[src/rtl/uart_tx_fifo.sv]
// UART transmitter with a write FIFO: start bit, LSB-first data, optional parity, 1-2 stop bits.
// Frames queued in the FIFO are sent back-to-back with no idle gap between them.
module uart_tx_fifo #(
    parameter int CLKS_PER_BIT = 16,
    parameter int DATA_BITS    = 8,
    parameter int PARITY       = 0,
    parameter int STOP_BITS    = 1,
    parameter int FIFO_DEPTH   = 4
) (
    input  logic                          clk,
    input  logic                          rst_n,
    input  logic                          wr_en,
    input  logic [DATA_BITS-1:0]          data_in,
    output logic                          full,
    output logic [$clog2(FIFO_DEPTH):0]   fifo_count,
    output logic                          overflow,
    output logic                          busy,
    output logic                          tx,
    output logic                          done
);

    localparam int PTR_W = $clog2(FIFO_DEPTH);
    localparam int CNT_W = $clog2(CLKS_PER_BIT);
    localparam int BIT_W = 4;

    localparam logic [PTR_W-1:0] PTR_STEP  = PTR_W'(1);
    localparam logic [PTR_W:0]   CNT_ONE   = (PTR_W+1)'(1);
    localparam logic [PTR_W:0]   CNT_FULL  = (PTR_W+1)'(FIFO_DEPTH);
    localparam logic [CNT_W-1:0] CLK_STEP  = CNT_W'(1);
    localparam logic [CNT_W-1:0] CLK_LAST  = CNT_W'(CLKS_PER_BIT - 1);
    localparam logic [BIT_W-1:0] BIT_STEP  = BIT_W'(1);
    localparam logic [BIT_W-1:0] DATA_LAST = BIT_W'(DATA_BITS - 1);
    localparam logic [BIT_W-1:0] STOP_LAST = BIT_W'(STOP_BITS - 1);

    typedef enum logic [2:0] {IDLE, START, DATA, PAR, STOP} state_t;

    // ---------------- FIFO ----------------
    logic [DATA_BITS-1:0] mem [FIFO_DEPTH];
    logic [PTR_W-1:0]     wr_ptr, rd_ptr;
    logic [PTR_W:0]       count_next;
    logic [DATA_BITS-1:0] head;
    logic                 push, pop;

    // A full FIFO rejects the write even if a pop happens on the same edge.
    assign push = wr_en && !full;
    assign head = mem[rd_ptr];

    always_comb begin
        count_next = fifo_count;
        case ({push, pop})
            2'b10:   count_next = fifo_count + CNT_ONE;
            2'b01:   count_next = fifo_count - CNT_ONE;
            default: count_next = fifo_count;
        endcase
    end

    always_ff @(posedge clk or negedge rst_n) begin
        if (!rst_n) begin
            wr_ptr     <= '0;
            rd_ptr     <= '0;
            fifo_count <= '0;
            full       <= 1'b0;
            overflow   <= 1'b0;
        end else begin
            // NOTE: non-blocking assignments keep every register sampling pre-edge values.
            if (push) wr_ptr <= wr_ptr + PTR_STEP;
            if (pop)  rd_ptr <= rd_ptr + PTR_STEP;
            fifo_count <= count_next;
            full       <= (count_next == CNT_FULL);
            overflow   <= wr_en && full;
        end
    end

    // NOTE: the storage array has no reset; the pointers and count alone define which entries are valid.
    always_ff @(posedge clk) begin
        if (push) mem[wr_ptr] <= data_in;
    end

    // ---------------- Transmit FSM ----------------
    state_t               state, state_next;
    logic [CNT_W-1:0]     clk_cnt;
    logic [BIT_W-1:0]     bit_idx;
    logic [DATA_BITS-1:0] shift_q;
    logic                 parity_q;
    logic                 bit_end, frame_end, tx_next;

    assign busy    = (state != IDLE);
    assign bit_end = busy && (clk_cnt == CLK_LAST);

    // NOTE: every output of this block gets a default first so no latch can be inferred.
    always_comb begin
        state_next = state;
        pop        = 1'b0;
        frame_end  = 1'b0;
        tx_next    = tx;
        case (state)
            IDLE: begin
                if (fifo_count != '0) begin
                    state_next = START;
                    pop        = 1'b1;
                    tx_next    = 1'b0;
                end
            end
            START: begin
                if (bit_end) begin
                    state_next = DATA;
                    tx_next    = shift_q[0];
                end
            end
            DATA: begin
                if (bit_end) begin
                    if (bit_idx != DATA_LAST) begin
                        tx_next = shift_q[1];
                    end else if (PARITY != 0) begin
                        state_next = PAR;
                        tx_next    = parity_q;
                    end else begin
                        state_next = STOP;
                        tx_next    = 1'b1;
                    end
                end
            end
            PAR: begin
                if (bit_end) begin
                    state_next = STOP;
                    tx_next    = 1'b1;
                end
            end
            STOP: begin
                if (bit_end && bit_idx == STOP_LAST) begin
                    frame_end = 1'b1;
                    // Chain straight into the next start bit when a word is waiting.
                    if (fifo_count != '0) begin
                        state_next = START;
                        pop        = 1'b1;
                        tx_next    = 1'b0;
                    end else begin
                        state_next = IDLE;
                        tx_next    = 1'b1;
                    end
                end
            end
            default: begin
                state_next = IDLE;
                tx_next    = 1'b1;
            end
        endcase
    end

    always_ff @(posedge clk or negedge rst_n) begin
        if (!rst_n) begin
            state    <= IDLE;
            tx       <= 1'b1;
            done     <= 1'b0;
            clk_cnt  <= '0;
            bit_idx  <= '0;
            shift_q  <= '0;
            parity_q <= 1'b0;
        end else begin
            state <= state_next;
            tx    <= tx_next;
            done  <= frame_end;
            // Every state change lands on a bit boundary, so clearing on bit_end restarts timing on entry.
            clk_cnt <= (busy && !bit_end) ? clk_cnt + CLK_STEP : '0;
            if (state_next != state) bit_idx <= '0;
            else if (bit_end)        bit_idx <= bit_idx + BIT_STEP;
            if (pop) begin
                shift_q  <= head;
                parity_q <= (PARITY == 2) ? ^head : ~^head;
            end else if (state == DATA && bit_end) begin
                shift_q <= shift_q >> 1;
            end
        end
    end

endmodule

[config.mk]
export PLATFORM = sky130hd
export DESIGN_NAME = uart_tx_fifo
export DESIGN_NICKNAME = d
export VERILOG_FILES = /design/src/rtl/uart_tx_fifo.sv
export SDC_FILE = /design/constraint.sdc
export NUM_CORES = 1
export LEC_CHECK = 0
export ABC_AREA = 1
export BUFFER_PORTS_ARGS = -buffer_cell sky130_fd_sc_hd__buf_2
export CORE_MARGIN = 5
export CORE_UTILIZATION = 59
export DETAILED_ROUTE_END_ITERATION = 12
export PLACE_DENSITY = 0.85
export SLEW_MARGIN = 0
export SYNTH_ARGS = -nofsm -noshare
export SYNTH_HDL_FRONTEND = slang
export SYNTH_SLANG_ARGS = --single-unit
[constraint.sdc]
create_clock -name clk -period 2.7 [get_ports clk]
set_input_delay 0.135 -clock clk [delete_from_list [all_inputs] [get_ports clk]]
set_output_delay 0.135 -clock clk [all_outputs]
set_load 0.05 [all_outputs]
Yosys cells after proc, flatten, opt, wreduce, memory -nomap -nowiden --
Memory sizes are Yosys's and may differ from the RTL's. Index checks and enable logic that the tools add are counted.
Storage, ports and cells: word-level logic and storage cells 77, flip-flop bits (word level) 30, input port bits 11, bits in writable memories 32, output and inout bits 8, memories kept 1
Memories:
- mem | words 4, bits a word 8, read ports 1, clocked after memory_dff 0, wr ports 1, line 38 | logic [DATA_BITS-1:0] mem [FIFO_DEPTH];
Cells by class: eq/ne operators 15, multiplexer cells 29, $add $sub $neg 6, reductions and logical operators 15
Operators by type and width (number):
- 3-bit 2-to-1 mux | 6
- 8-bit 2-to-1 mux | 2
- 3-bit case mux with 5 select lines | 1
- 1-bit 2-to-1 mux | 14
- 4-bit 2-to-1 mux | 3
- 2-bit != test, second input constant | 5
- 4-bit by 1-bit adder with 4-bit output, second input constant | 2
- 3-bit by 2-bit equality test with 1-bit output, second input constant | 2
- 3-bit equality test, second input constant | 2
- 1-bit logical AND | 6
- 3-bit case mux with 2 select lines | 1
- 3-bit nonzero test | 2
- 1-bit case mux with 5 select lines | 1
- 5-bit AND reduction | 1
- 2-bit by 1-bit adder with 2-bit output, second input constant | 2
- 4-bit equality test, second input constant | 1
- 4-bit zero test | 1
- 4-bit by 3-bit != test with 1-bit output, second input constant | 1
- 2-bit nonzero test | 2
- 3-bit by 1-bit adder with 3-bit output, second input constant | 1
- 3-bit by 1-bit equality test with 1-bit output, second input constant | 1
- 3-bit zero test | 1
- 3-bit != test | 1
- 3-bit by 1-bit subtractor with 3-bit output, second input constant | 1
- other kinds (4) | 5

Depth between registers and ports, before layout --
Gate-level depths: netlist (run 1).
word-level depth 8, mapped depth 15, gate-level depth less buffers 14

Least setup slack after synthesis (run 1) --
No wires, ideal clock.
kind flip-flop to flip-flop, start register fifo_count[0], end register full, cell stages (with the launch flop) 13, period minus slack after synthesis 2498 ps, data required time 2572 ps, library setup time 128 ps, data arrival time 2370 ps, buffers on the path 1, slack 202 ps, cell sequence dfrtp_1 inv_1 nand3_1 nand2_1 nand2_4 buf_12 ha_1 inv_1 fa_1 a21oi_1 o21ai_0 xor2_1 nor3b_1
On the way: cells in the longest elaborated chain, start to end 7, elaborated cells between the ends (all ways) 10, those cells by class add/sub: 2; eq/ne: 3; mux: 4; reduce/logical: 1
Ends and longest elaborated chain:
- start, declared | line 15 | output logic [$clog2(FIFO_DEPTH):0] fifo_count,
- start signal, assigned | line 68 | fifo_count <= count_next;
- 3-bit nonzero test (*) | line 98, 133
- 1-bit 2-to-1 mux (*) | line 98, 133
- 1-bit 2-to-1 mux | line 130 | if (bit_end && bit_idx == STOP_LAST) begin
- 1-bit case mux with 2 select lines (*) | line 96 | case (state)
- via pop | line 42 | logic push, pop;
- 2-bit by 1-bit equality test with 1-bit output or 2-bit equality test (tied branches) | line 50 | case ({push, pop})
- 3-bit case mux with 2 select lines (*) | line 50
- via count_next[2] | line 40 | logic [PTR_W:0] count_next;
- 3-bit equality test (*) | line 69 | full <= (count_next == CNT_FULL);
- end signal, assigned | line 69
- end, declared | line 14 | output logic full,
The timed path passes the listed nets; every way through them passes the cells marked *. A chain may end at the register's enable or synchronous reset.

Final worst setup path (run 1) --
start register clk_cnt[0], end register full
On the way: cells in the longest elaborated chain, start to end 8, elaborated cells between the ends (all ways) 9, those cells by class eq/ne: 4; mux: 3; reduce/logical: 2
Ends and longest elaborated chain:
- start, declared | line 81 | logic [CNT_W-1:0] clk_cnt;
- start signal, assigned | line 164 | clk_cnt <= (busy && !bit_end) ? clk_cnt + CLK_STEP : '0;
- 4-bit equality test (*) | line 88 | assign bit_end = busy && (clk_cnt == CLK_LAST);
- 1-bit logical AND (*) | line 88
- 1-bit logical AND (*) | line 130
- 1-bit 2-to-1 mux (*) | line 130
- 1-bit case mux with 2 select lines (*) | line 96
- 2-bit by 1-bit equality test with 1-bit output or 2-bit equality test (tied branches) | line 50
- 3-bit case mux with 2 select lines (*) | line 50
- via count_next[2] | line 40
- 3-bit equality test (*) | line 69
Marked as above.

==> results of run 1 <==
[cells in the final DEF, fill, tap and decap left out, types with 2 or more instances in the layout]
cell type	n
o22ai_1	7
a21oi_1	6
nand2_1	38
clkinvlp_4	2
nand3_1	20
buf_4	2
xor2_1	8
ha_1	8
clkinv_1	3
nor2_1	36
nor3b_1	2
buf_2	18
clkbuf_8	9
o21ai_0	21
clkinv_2	2
edfxtp_1	32
nand2_4	4
inv_1	34
dlygate4sd3_1	9
nor2_4	5
dfrtp_1	29
[power by group through the flow]
| stage | sequential [mW] | clock (mW) | combinational (mW) |
|---|---|---|---|
| floorplan | 1.30 | 0 | 0.194 |
| global placement | 1.20 | 0 | 0.398 |
| detailed placement | 1.21 | 0 | 0.419 |
| CTS | 1.19 | 0.701 | 0.431 |
| global route | 1.20 | 0.748 | 0.470 |
| finish | 1.19 | 0.680 | 0.427 |
[critical path, cell delays in order, from the launching register on]
cell	delay (ns)
dfrtp_1	0.37
ha_1	0.19
nand2_2	0.08
nor2_4	0.16
nand2_4	0.09
nor2_4	0.08
nand3_2	0.08
nand2_4	0.07
ha_1	0.13
inv_1	0.07
fa_1	0.39
a21oi_1	0.14
o21ai_0	0.10
xor2_1	0.18
nor3b_1	0.19
[final timing paths]
path / startpoint / end / slack (ns) / cells after the start
worst max-delay path: clk_cnt[0] / full / 0.29 / 14
worst min-delay path: data_in[5] / mem[2][5] / 0.03 / 1
worst max register to register: clk_cnt[0] / full / 0.29 / 14
worst min register to register: clk_cnt[0] / clk_cnt[0] / 0.46 / 1
max in group asynchronous: rst_n / wr_ptr[1] / 1.91 / 2
min in group asynchronous: rst_n / state[2] / 0.36 / 2
[kinds of logic after synthesis]
| logic type | share of synthesized area (%) |
|---|---|
| AOI/OAI and AO/OA | 7.583 |
| xor gates and xnor gates | 2.794 |
| adders and majority gates | 4.257 |
| buffers and inverters | 6.164 |
| DFF | 60.71 |
| and+or+nand+nor | 18.49 |
[state kept, by name, indices dropped and copies added (netlist names), 2 cells and up]
signal and cells:
mem 32, shift_q 8, bit_idx 4, clk_cnt 4
fifo_count 3, state 3, rd_ptr 2, wr_ptr 2
[per-stage QoR]
step           util, %  worst slack (ns)
6_report         68.43            0.2934
5_1_grt          68.43           0.06438
4_1_cts          68.43            0.2717
3_5_place_dp     62.99            0.2875
3_3_place_gp     62.99            0.4051
2_1_floorplan        -            0.2022
[layer usage]
metal  part of all wire, %  wire length [um]  global-route usage [%]
met3                   4.1               213                   6.122
met2                    53              2765                   32.32
met5                     0                 0                       0
met4                   2.2               116                   10.65
met1                    41              2158                   21.30
[repair_timing]
action	4_1_cts	5_1_grt
setup buffers	0	0
hold endpoints to repair	55	0
hold buffers	9	0
endpoints found under the setup margin	0	0
resized for setup	0	0
[layout make-up]
class / instances / share of cell area, %
clock buffers: 9 / 3.858
clock inverters: 7 / 1.286
inverters: 36 / 4.209
multi-input cells: 166 / 29.11
flip-flops and latches: 62 / 53.35
well taps: 54 / 2.104
repair buffers: 29 / 6.079
==> results.tsv, run 1 <==
metric	value	unit
port-buffer-count	18	
path_class	reg -> reg	
async_flop_share	48.39	%
seq_area	0.001713	mm2
drcViolationCount	0	
ant_nets	0	
dpl_cell_area	0.002955	mm2
grt_use_total	19.14	%
final.setup.tns	0	ns
synth_cell_types	31	
rsz0062_at_grt	false	
post-route-period-util	89.13	%
fp.coreArea	0.004692	mm2
crit_path_max_fanout	5	
seq_area_frac_synth	60.71	%
hold_class	in -> reg	
yosysMostFrequentCell	nand2_1	
tightest_slew	0.7941	ns
synthToLayoutAreaGrowth	13.79	%
start_util	60.13	%
p_per_area	716.2	mW/mm2
leakagePower	1.418	nW
synthCells	268	
nFillCells	352	
routed_wl	5.254	mm
p_seq_share	51.9	%
die_area	0.006265	mm2
dr.pass1.iters	5	
fin_cells	363	
worstPathArrival	2.66	ns
cts_made_buffers	9	
period_minus_slack	2.407	ns
synth.avg_cell_area	10.53	um2
clk_pin_slew_worst_paths	0.07	ns
drive_above_1_share	15.53	%
critPathLaunchType	register	
timing.final.hold_violations	0	
endpoint_kind	register	
cap_violations	0	
root_buffer	clkbuf_8	
ioPinCount	19	
grt_pass1_vias	1961	
cts.sinks	62	
row_count	25	
grt_remaining_overflow	0	
netSwitchingFraction	31.32	%
synth_top_area_share	34.06	%
die_w	79.15	um
synth-seq-cells	62	
grt_max_degree	31	
synth_flop_cell	edfxtp_1	
max_freq	415.5	MHz
grt_antenna_before_repair	0	
p_int	1.579	mW
synth_top_cells_by_count	nand2_1, nor2_1, inv_1, edfxtp_1, dfrtp_1	
p_clk_share	29.6	%
die_h	79.15	um
status	finished clean	
hold-worst-slack	0.03089	ns
place_inst	338	
drv_slew	0	
clk_latency	0.34	ns
hpwl	3.384	mm
layout.nets	324	
vias	1946	
via_per_inst	5.361	
synthesis.nets	288	
multi_input_area	934.6	um2
initialDrtViolationCount	86	
power_switching	720.3	uW
clockBufferDepth	2	
diodes	0	
final_area	0.003211	mm2
fin_skew	0.008331	ns
place.gp.congestion	0.8463	
critPathRequiredTime	2.95	ns
vdd_drop_max	0.5599	mV
synth_edf_count	32	
maxSlewHeadroom	46.87	%
wire_per_inst	14.47	um
synth_top_area_cell	edfxtp_1	
h-tree-depth	3	
finalPower	2.300	mW
ys_warn_count	0	
grt_pass1_wl	8.866	mm
synth_top_cells_by_area	edfxtp_1, dfrtp_1, nand2_1	
setup-violations-final	0	
p_comb_share	18.6	%
synthesis.area	0.002821	mm2
cts_tree	yes	
No activity file was read; power rests on OpenSTA's default activity.
==> inputs of run 2 (changes only) <==
--- a/config.mk
+++ b/config.mk
@@ -8,10 +8,10 @@
 export ABC_AREA = 1
 export BUFFER_PORTS_ARGS = -buffer_cell sky130_fd_sc_hd__buf_2
 export CORE_MARGIN = 5
-export CORE_UTILIZATION = 59
+export CORE_UTILIZATION = 37
 export DETAILED_ROUTE_END_ITERATION = 12
-export PLACE_DENSITY = 0.85
-export SLEW_MARGIN = 0
+export PLACE_DENSITY = 0.6
 export SYNTH_ARGS = -nofsm -noshare
 export SYNTH_HDL_FRONTEND = slang
 export SYNTH_SLANG_ARGS = --single-unit
+export TNS_END_PERCENT = 50
==> run 2 against run 1 <==
Effect of this change:
- routed wire length decreased by 5.7%
- hold slack improved by 0.0043 ns
- clock power increased by 22%
- fmax increased by 0.88%
- critical endpoint unchanged
- largest power group unchanged
- highest routed layer unchanged
==> results.tsv, run 2 (synthesized netlist as in run 1, its figures left out) <==
metric	value	unit	change
vias	1882		-3.3%
critPathLaunchType	register		
crit_buf_inv	1		unchanged
nFillCells	680		+93%
critPathTopFamily	simple AND/OR/NAND/NOR gates		
grt_remaining_overflow	0		unchanged
critPathRequiredTime	2.96	ns	about the same
start_util	38.49	%	-22 points
largest_register	mem		
hold-worst-slack	0.03518	ns	+0.004295 ns
grt_antenna_before_repair	0		unchanged
endpoint_kind	register		
place.gp.congestion	0.7797		-7.9%
drcViolationCount	0		unchanged
leakagePower	1.460	nW	+3.0%
clk_pin_slew_worst_paths	0.07	ns	about the same
clk_latency	0.34	ns	about the same
grt_pass1_vias	1918		-2.2%
cp_slowest_cell	dfrtp_1		
worstPathCellList	ha_1, nand2_2, nor2_4, nand2_4, nor2_4, nand3_2, nand2_4, ha_1, inv_1, fa_1, a21oi_1, o21ai_0, xor2_1, nor3b_1		
setup-violations-final	0		unchanged
timing.final.hold_violations	0		unchanged
hold_class	in -> reg		
ant_nets	0		unchanged
ioPinCount	19		unchanged
via_per_inst	4.568		-15%
post_cts_resized	0		unchanged
p_per_area	732.3	mW/mm2	+2.2%
drv_slew	0		unchanged
h-tree-depth	3		unchanged
cts.sinks	62		unchanged
crit_path_max_fanout	5		unchanged
period_minus_slack	2.386	ns	-0.02097 ns
status	finished clean		
routed_wl	4.956	mm	-5.7%
layout.nets	328		+1.2%
final.setup.tns	0	ns	unchanged
row_count	31		+24%
initialDrtViolationCount	125		+45%
tightest_slew	0.6617	ns	-0.1323 ns
root_buffer	clkbuf_8		
largest_reg_flops	32		unchanged
port-buffer-count	18		unchanged
hpwl	3.399	mm	+0.43%
clockBufferDepth	2		unchanged
die_h	97.33	um	+23%
fin_skew	0.009691	ns	+0.001361 ns
dr.pass1.iters	4		-1
max_freq	419.2	MHz	+0.88%
post-route-period-util	88.36	%	-0.78 points
final_common_cell	nand2_1		
cts_made_buffers	9		unchanged
die_w	97.33	um	+23%
slowest_delay	0.38	ns	about the same
mostFrequentLayoutCells	nand2_1, nor2_1, inv_1		
rsz0062_at_grt	false		
wire_per_inst	12.03	um	-17%
synthToLayoutAreaGrowth	18.27	%	
finalPower	2.444	mW	+6.3%
grt_max_degree	31		unchanged
die_area	0.009472	mm2	+51%
worstPathArrival	2.64	ns	-0.02 ns
maxSlewHeadroom	55.88	%	+9.0 points
path_class	reg -> reg		
vdd_drop_max	0.4128	mV	-26%
drive_above_1_share	17.25	%	+1.7 points
grt_pass1_wl	8.728	mm	-1.6%
grt_use_total	11.51	%	-7.6 points
cts_tree	yes		
fp.coreArea	0.007331	mm2	+56%
cap_violations	0		unchanged
reg_top3	mem x32, shift_q x8		
diodes	0		unchanged
[run 2: cell types whose count changed in the layout (fill, tap and decap cells not counted)]
cell        change
clkinvlp_4      -1
clkinv_2        -2
clkinv_4        +1
clkinv_1        -2
bufinv_16       +1
inv_6           +3
buf_4           +4
[run 2: worst paths after layout]
kind / startpoint / end / slack (ns) / depth (start not counted)
max in group asynchronous: rst_n / wr_ptr[1] / 1.91 / 2
worst min-delay path: data_in[5] / mem[3][5] / 0.04 / 1
worst max register to register: clk_cnt[0] / full / 0.31 / 14
worst min register to register: clk_cnt[0] / clk_cnt[0] / 0.47 / 1
min in group asynchronous: rst_n / clk_cnt[2] / 0.35 / 2
worst max-delay path: clk_cnt[0] / full / 0.31 / 14
[run 2: power by group]
group          total [mW]  internal [mW]  switching, mW  leakage (nW)
registers            1.18           1.14         0.0464         0.667
logic               0.433          0.131          0.302         0.692
clock network       0.827          0.438          0.389         0.101
[run 2: stage by stage]
| step | instances | instance area (um2) | setup slack, ns | util [%] |
|---|---|---|---|---|
| 5_1_grt | 412 | 3337 | 0.05642 | 45.52 |
| 3_5_place_dp | 387 | 3042 | 0.3052 | 41.49 |
| 6_report | 412 | 3337 | 0.3144 | 45.52 |
| 4_1_cts | 412 | 3337 | 0.3130 | 45.52 |
| 2_1_floorplan | 268 | 2821 | 0.2022 | - |
| 3_3_place_gp | 387 | 3042 | 0.3820 | 41.49 |
[run 2: area by class of cell]
| class | count | area [um2] | area share, % |
|---|---|---|---|
| Timing Repair Buffer | 33 | 225.2 | 6.749 |
| Sequential cell | 62 | 1713 | 51.33 |
| Inverter | 36 | 135.1 | 4.050 |
| Clock inverter | 7 | 81.33 | 2.437 |
| Clock buffer | 9 | 123.9 | 3.712 |
| Multi-Input combinational cell | 166 | 934.6 | 28.01 |
| Tap cell | 99 | 123.9 | 3.712 |
[run 2: worst register-to-register path, delay by kind of cell (launching register included)]
| kind | cells | cell delay [ns] |
|---|---|---|
| flip-flops | 1 | 0.38 |
| AO/OA/AOI/OAI | 2 | 0.24 |
| XOR/XNOR | 1 | 0.17 |
| adder cells (fa/ha/maj) | 3 | 0.70 |
| AND/OR/NAND/NOR | 7 | 0.75 |
| buffers and inverters | 1 | 0.06 |
[run 2: metal layers]
| layer | GRT usage (%) | part of all wire [%] | vias to the layer above |
|---|---|---|---|
| met1 | 14.09 | 46 | 875 |
| met3 | 4.235 | 5.2 | 9 |
| met2 | 18.26 | 47 | 36 |
| met5 | 0 | 0 | - |
| met4 | 5.005 | 1.7 | 0 |
| li1 | - | - | 962 |
[run 2: timing repair]
item | in CTS | in global routing
endpoints found under the setup margin | 0 | 0
hold buffers | 9 | 0
buffers inserted | 0 | 0
hold endpoints to repair | 58 | 0
